## src/rtl/nes_oam_dma_if.sv

```systemverilog
`default_nettype none
// ============================================================================
//  Module   : nes_oam_dma_if
//  Purpose  : CPU-snoop and shared-bus signal bundle for the NES sprite DMA.
//             The slave side is the DMA engine; the master side is the CPU/bus
//             environment that drives the snooped signals and read data.
//  Revision : 1.0  initial release
// ============================================================================
interface nes_oam_dma_if;
    logic [15:0] cpu_addr;
    logic [7:0]  cpu_data;
    logic        cpu_nrw;
    logic [7:0]  bus_data_in;
    logic        dma_active;
    logic [15:0] dma_addr;
    logic [7:0]  dma_data_out;
    logic        dma_nrw;
    logic        dma_done;

    modport slave (
        input  cpu_addr,
        input  cpu_data,
        input  cpu_nrw,
        input  bus_data_in,
        output dma_active,
        output dma_addr,
        output dma_data_out,
        output dma_nrw,
        output dma_done
    );

    modport master (
        output cpu_addr,
        output cpu_data,
        output cpu_nrw,
        output bus_data_in,
        input  dma_active,
        input  dma_addr,
        input  dma_data_out,
        input  dma_nrw,
        input  dma_done
    );
endinterface
`default_nettype wire

```

## src/rtl/nes_oam_dma.sv

```systemverilog
`default_nettype none
// ============================================================================
//  Module   : nes_oam_dma
//  Purpose  : NES sprite DMA. Snoops CPU writes to $4014, halts the CPU and
//             copies 256 bytes from page $XX00-$XXFF to the PPU OAM data port,
//             one read/write pair per byte.
//  Options  : NES_DMA_ODD_ALIGN_EN - adds an ALIGN dummy cycle when the HALT
//             cycle falls on an odd parity cycle (514-cycle transfer).
//  Revision : 1.0  initial release
// ============================================================================
module nes_oam_dma #(
    parameter logic [15:0] DMA_REG_ADDR  = 16'h4014,
    parameter logic [15:0] OAM_DATA_ADDR = 16'h2004
) (
    input  logic          clk,
    input  logic          rst,
    nes_oam_dma_if.slave  bus
);

    localparam logic [2:0] c_IDLE  = 3'd0;
    localparam logic [2:0] c_HALT  = 3'd1;
    localparam logic [2:0] c_READ  = 3'd2;
    localparam logic [2:0] c_WRITE = 3'd3;
`ifdef NES_DMA_ODD_ALIGN_EN
    localparam logic [2:0] c_ALIGN = 3'd4;
`endif

    logic [2:0] r_state;
    logic [2:0] w_state_next;
    logic [7:0] r_page;
    logic [7:0] r_index;
    logic [7:0] r_latch;
    logic       w_trigger;
    logic       w_last_byte;

    logic        w_active;
    logic [15:0] w_addr;
    logic [7:0]  w_data_out;
    logic        w_nrw;
    logic        w_done;

`ifdef NES_DMA_ODD_ALIGN_EN
    logic r_parity;

    // Free-running cycle parity, used to decide whether the halt needs aligning
    always_ff @(posedge clk) begin
        if (rst) begin
            r_parity <= 1'b0;
        end else begin
            r_parity <= ~r_parity;
        end
    end
`endif

    assign w_trigger   = (bus.cpu_addr == DMA_REG_ADDR) && (bus.cpu_nrw == 1'b0);
    assign w_last_byte = (r_index == 8'hFF);

    // Next-state decode; triggers are only honoured while idle
    always_comb begin
        w_state_next = r_state;
        case (r_state)
            c_IDLE: begin
                if (w_trigger) begin
                    w_state_next = c_HALT;
                end
            end
            c_HALT: begin
`ifdef NES_DMA_ODD_ALIGN_EN
                w_state_next = r_parity ? c_ALIGN : c_READ;
`else
                w_state_next = c_READ;
`endif
            end
`ifdef NES_DMA_ODD_ALIGN_EN
            c_ALIGN: begin
                w_state_next = c_READ;
            end
`endif
            c_READ: begin
                w_state_next = c_WRITE;
            end
            c_WRITE: begin
                w_state_next = w_last_byte ? c_IDLE : c_READ;
            end
            default: begin
                w_state_next = c_IDLE;
            end
        endcase
    end

    // State, page, byte index and read-data latch registers
    always_ff @(posedge clk) begin
        if (rst) begin
            r_state <= c_IDLE;
            r_page  <= 8'h00;
            r_index <= 8'h00;
            r_latch <= 8'h00;
        end else begin
            r_state <= w_state_next;
            if ((r_state == c_IDLE) && w_trigger) begin
                r_page  <= bus.cpu_data;
                r_index <= 8'h00;
            end
            if (r_state == c_READ) begin
                r_latch <= bus.bus_data_in;
            end
            if (r_state == c_WRITE) begin
                // 8-bit wrap is intentional; the FF->00 step ends the transfer
                r_index <= r_index + 8'h01;
            end
        end
    end

    // Moore output decode from the registered state
    always_comb begin
        w_active   = (r_state != c_IDLE);
        w_addr     = 16'h0000;
        w_data_out = 8'h00;
        w_nrw      = 1'b1;
        w_done     = 1'b0;
        case (r_state)
            c_READ: begin
                // Page and index are concatenated, so no carry into bit 16
                w_addr = {r_page, r_index};
            end
            c_WRITE: begin
                w_addr     = OAM_DATA_ADDR;
                w_data_out = r_latch;
                w_nrw      = 1'b0;
                w_done     = w_last_byte;
            end
            default: begin
                w_addr = 16'h0000;
            end
        endcase
    end

    assign bus.dma_active   = w_active;
    assign bus.dma_addr     = w_addr;
    assign bus.dma_data_out = w_data_out;
    assign bus.dma_nrw      = w_nrw;
    assign bus.dma_done     = w_done;

endmodule
`default_nettype wire

```

## src/flat_wrapper.sv

```systemverilog
// flat-port wrapper written by rule: the top's interface ports become plain ports
module nes_oam_dma_flat 
#(
    parameter logic [15:0] DMA_REG_ADDR  = 16'h4014,
    parameter logic [15:0] OAM_DATA_ADDR = 16'h2004
)
  (clk, rst, bus_cpu_addr, bus_cpu_data, bus_cpu_nrw, bus_bus_data_in, bus_dma_active, bus_dma_addr, bus_dma_data_out, bus_dma_nrw, bus_dma_done);
  nes_oam_dma_if bus_i ();
  input  logic clk;
  input  logic rst;
  input wire logic [$bits(bus_i.cpu_addr)-1:0] bus_cpu_addr;
  input wire logic [$bits(bus_i.cpu_data)-1:0] bus_cpu_data;
  input wire logic [$bits(bus_i.cpu_nrw)-1:0] bus_cpu_nrw;
  input wire logic [$bits(bus_i.bus_data_in)-1:0] bus_bus_data_in;
  output wire logic [$bits(bus_i.dma_active)-1:0] bus_dma_active;
  output wire logic [$bits(bus_i.dma_addr)-1:0] bus_dma_addr;
  output wire logic [$bits(bus_i.dma_data_out)-1:0] bus_dma_data_out;
  output wire logic [$bits(bus_i.dma_nrw)-1:0] bus_dma_nrw;
  output wire logic [$bits(bus_i.dma_done)-1:0] bus_dma_done;
  assign bus_i.cpu_addr = bus_cpu_addr;
  assign bus_i.cpu_data = bus_cpu_data;
  assign bus_i.cpu_nrw = bus_cpu_nrw;
  assign bus_i.bus_data_in = bus_bus_data_in;
  assign bus_dma_active = bus_i.dma_active;
  assign bus_dma_addr = bus_i.dma_addr;
  assign bus_dma_data_out = bus_i.dma_data_out;
  assign bus_dma_nrw = bus_i.dma_nrw;
  assign bus_dma_done = bus_i.dma_done;
  nes_oam_dma #(.DMA_REG_ADDR(DMA_REG_ADDR), .OAM_DATA_ADDR(OAM_DATA_ADDR)) u_core (.clk(clk), .rst(rst), .bus(bus_i));
endmodule
```

## config.mk

```make
export PLATFORM = sky130hd
export DESIGN_NAME = nes_oam_dma_flat
export DESIGN_NICKNAME = d
export VERILOG_FILES = /design/src/rtl/nes_oam_dma_if.sv /design/src/rtl/nes_oam_dma.sv /design/src/flat_wrapper.sv
export SDC_FILE = /design/constraint.sdc
export NUM_CORES = 1
export LEC_CHECK = 0
export CAP_MARGIN = 10
export CORE_ASPECT_RATIO = 1.1
export CORE_UTILIZATION = 38
export CTS_CLUSTER_DIAMETER = 60
export DETAILED_ROUTE_END_ITERATION = 10
export PLACE_DENSITY = 0.75
export SETUP_SLACK_MARGIN = 0.5
export SLEW_MARGIN = 30
export SYNTH_ARGS = -nofsm -noshare
export SYNTH_HDL_FRONTEND = slang
export SYNTH_SLANG_ARGS = --single-unit
```

## constraint.sdc

```tcl
create_clock -name clk -period 2.2 [get_ports clk]
set_input_delay 0.22 -clock clk [delete_from_list [all_inputs] [get_ports clk]]
set_output_delay 0.22 -clock clk [all_outputs]
set_load 0.005 [all_outputs]
```

==> impl_results.md <==
- Core area: 3360 um^2
- Post-Synth Simple-Gate Area: 39.0%
- GRT Overall Usage: 22.4%
- Final worst slack: 0.317 ns
- Pin count of the biggest net entering global routing: 23
- Initial antenna violation count: 0
- Crit-path max cell delay: 0.50 ns
- Boundary Pins: 62
- Commonest cells after routing, fill and taps aside: clkdlybuf4s50_1, buf_4, nand2_1, buf_6, dfxtp_1
- Worst hold path cell count: 3
- Fmax: 531 MHz
- Post-route cell area: 2460 um^2
- Slew @ Worst Pin: 0.345 ns
- Warnings, synthesis: 0
- Iter 0 DRT Violations: 112
- Clock tree buffer depth: 2
- Synthesized cell area: 1340 um^2
- Hold Fails Final Rpt: 0
- Nets: 295
- Number of port buffers: 61
- Max_cap viols: 0
- TritonCTS clock tree: yes
- Wire per inst: 14.4 um
- Total clock buffers created by CTS: 3
- Number of global-route vias before repair: 1467
- CP max-delay cell: or4_4
- Post-DRT Antenna Nets: 0
- Hold EP: u_core.r_latch[0]$_SDFFE_PP0P_
- Largest family of logic cells by synthesized area: simple AND/OR/NAND/NOR gates
- Worst r2r src: u_core.r_state[1]$_SDFFE_PP0P_
- Synth Area in Compound Gates: 15.7%
- Die area: 3770 um^2
- Die Y: 64.3 um
- Rel. slew slack: 76.8%
- Clk_lat worst skew: 0.32 ns
- Lkg Pwr: 1.03 nW
- Netlist cell types: 34
- Via count: 1609
- Mux share of post-synthesis cell area: 0%
- Fill cells: 254
- Dominant synthesized flop cell: dfxtp_1
- Seq cells post-synth: 26
- Skew final: 0.00580 ns
- Vias/cell: 5.26
- R2R cell count: 8
- DRC: 0
- GPL Wtd Cong: 0.840
- Period utilisation layout: 85.6%
- Kind of critical path: reg -> reg
- Cell breakdown of the critical path: buf_6 -> buf_4 -> nor2_4 -> inv_2 -> or4_4 -> buf_6 -> o211ai_1 -> a21oi_1
- Cell Area, Placed: 2050 um^2
- Ys async rst share: 0%
- Syn Inst Count: 166
- Hold path startpoint: bus_bus_data_in[0]
- Most used cell, CP: buf_6
- Layout cells sized above 1: 40.7%
- EDFF count, synth: 0
- CTS Root Cell: clkbuf_4
- Adder-cell area share of the yosys netlist: 0.933%
- Die Span X: 58.6 um
- Pre-CTS setup slack: -0.103 ns
- Fin crit period: 1.88 ns
- Initial core utilization: 39.9%
- Crit path arrival time: 2.09 ns
- Final setup fails: 0
- Endpoint type of the worst setup path: flop
- Synth Area in XOR/XNOR: 1.31%
- Fin. max-slew vios: 0
- First-pass GRT wire length: 6540 um
- CTS H-tree depth: 1
- Clock Pin Slew Worst Setup and Hold Paths: 0.15 ns
- Clk sinks: 26
- Status: complete, no violations
- Synth Net Count: 202
- Reg2reg setup slack: 0.32 ns
- Mean Syn Cell Area: 8.08 um^2
- Crit path required time: 2.41 ns
- DR pass1 iterations: 4
- Row Count: 22
- Crit-path max FO: 6
- Worst Hold Class: in -> reg
- Buf/Inv on CP: 4
- Seq/Total Area, Yosys: 38.8%
- Dpl hpwl: 2590 um
- Hold buffers post-CTS: 0
- Final wirelength: 4410 um
- N_diodes: 0
- Crit-path leading delay family: simple AND/OR/NAND/NOR gates
- Reg2reg end: u_core.r_index[1]$_SDFFE_PP0P_
- PD cells: 325 nW/um^2
- Unrepaired setup endpoints after global routing: true
- Most common cell after layout, fill and taps aside: clkdlybuf4s50_1
- Crit start category: flop
- VDD IR-drop max: 0.000205 V
- Gr ovfl total: 0
- Layout area overhead: 83.8%
[sequential cells by signal, summed over array words and instances, names as in the netlist]
name,flops
u_core.r_index,8
u_core.r_page,8
u_core.r_state,2
u_core.r_latch,8
[metrics by stage]
step | utilization (%) | hold WS (ns) | power, mW | TNS, ns | instances
finish | 73.4 | 0.433 | 0.802 | 0 | 306
detailed placement | 61.1 | 0.442 | 0.563 | -0.375 | 276
floorplan | - | 0.356 | 0.495 | 0 | 166
global route | 73.4 | 0.432 | 0.838 | 0 | 306
CTS | 67.2 | 0.435 | 0.795 | 0 | 300
global placement | 61.1 | 0.438 | 0.562 | -0.0805 | 276
[per-layer routing]
| layer | global-route usage, % | wire, um | part of all wire (%) |
|---|---|---|---|
| met5 | 0 | 0 | 0 |
| met4 | 8.04 | 79 | 1.8 |
| met3 | 3.64 | 311 | 7.1 |
| met2 | 41.1 | 2340 | 53 |
| met1 | 25.6 | 1680 | 38 |
[cells in the mapped netlist, types with 2 or more instances]
master | count | area [um^2]
nor3_1 | 7 | 35.0
nand3_1 | 2 | 10.0
clkbuf_1 | 8 | 30.0
nor2_1 | 3 | 11.3
o21ai_1 | 2 | 10.0
o21ai_0 | 9 | 45.0
o21a_1 | 2 | 15.0
or4b_4 | 4 | 55.1
and2_1 | 15 | 93.8
and3_1 | 9 | 56.3
nand4_1 | 9 | 56.3
dfxtp_1 | 26 | 521
nand2_1 | 23 | 86.3
nor4_1 | 2 | 12.5
a21oi_1 | 21 | 105
nand2b_1 | 3 | 18.8
or3b_2 | 2 | 17.5
o211ai_1 | 2 | 15.0
inv_1 | 2 | 7.51
[cell families (layout without fill, tap and decap cells)]
family	Yosys count	count (layout)
AOI/OAI and AO/OA	38	38
xor gates and xnor gates	2	2
adders and majority gates	1	1
buffers and inverters	13	104
DFF	26	26
and+or+nand+nor	86	87
[worst max path at each step]
stage	from	to	slack, ns	depth (start not counted)
final	u_core.r_state[1]$_SDFFE_PP0P_	u_core.r_index[1]$_SDFFE_PP0P_	0.32	8
after global routing	u_core.r_state[1]$_SDFFE_PP0P_	u_core.r_index[1]$_SDFFE_PP0P_	0.25	8
after CTS	u_core.r_state[1]$_SDFFE_PP0P_	bus_dma_addr[8]	0.32	8
after detailed placement	bus_cpu_addr[1]	u_core.r_index[6]$_SDFFE_PP0P_	-0.10	5
after global placement	bus_cpu_addr[1]	u_core.r_index[6]$_SDFFE_PP0P_	-0.04	5
after floorplan	bus_cpu_addr[1]	u_core.r_index[6]$_SDFFE_PP0P_	0.43	4
[where the power goes]
group / internal (mW) / switching [mW] / total [mW]
logic: 0.0587 / 0.0289 / 0.0876
clock network: 0.101 / 0.143 / 0.245
registers: 0.470 / 0.00000456 / 0.470
[repair_timing]
action                                  4_1_cts  5_1_grt
setup buffers                                18        4
gates cloned                                  2        2
pin swaps                                     9       20
gates resized for setup                     104       55
endpoints found under the setup margin       44       33
[layout make-up]
cell class / instances / area (um^2) / share of cell area, %
Multi-Input combinational cell: 128 / 930 / 37.7
Timing Repair Buffer: 98 / 901 / 36.5
Inverter: 2 / 7.51 / 0.305
Clock buffer: 4 / 36.3 / 1.47
Sequential cell: 26 / 531 / 21.5
Tap cell: 48 / 60.1 / 2.44
[worst min-delay path, cell delays in order]
cell,delay (ns)
clkdlybuf4s50_1,0.40
nand2_1,0.05
a21oi_1,0.05
No activity file was read; power rests on OpenSTA's default activity.
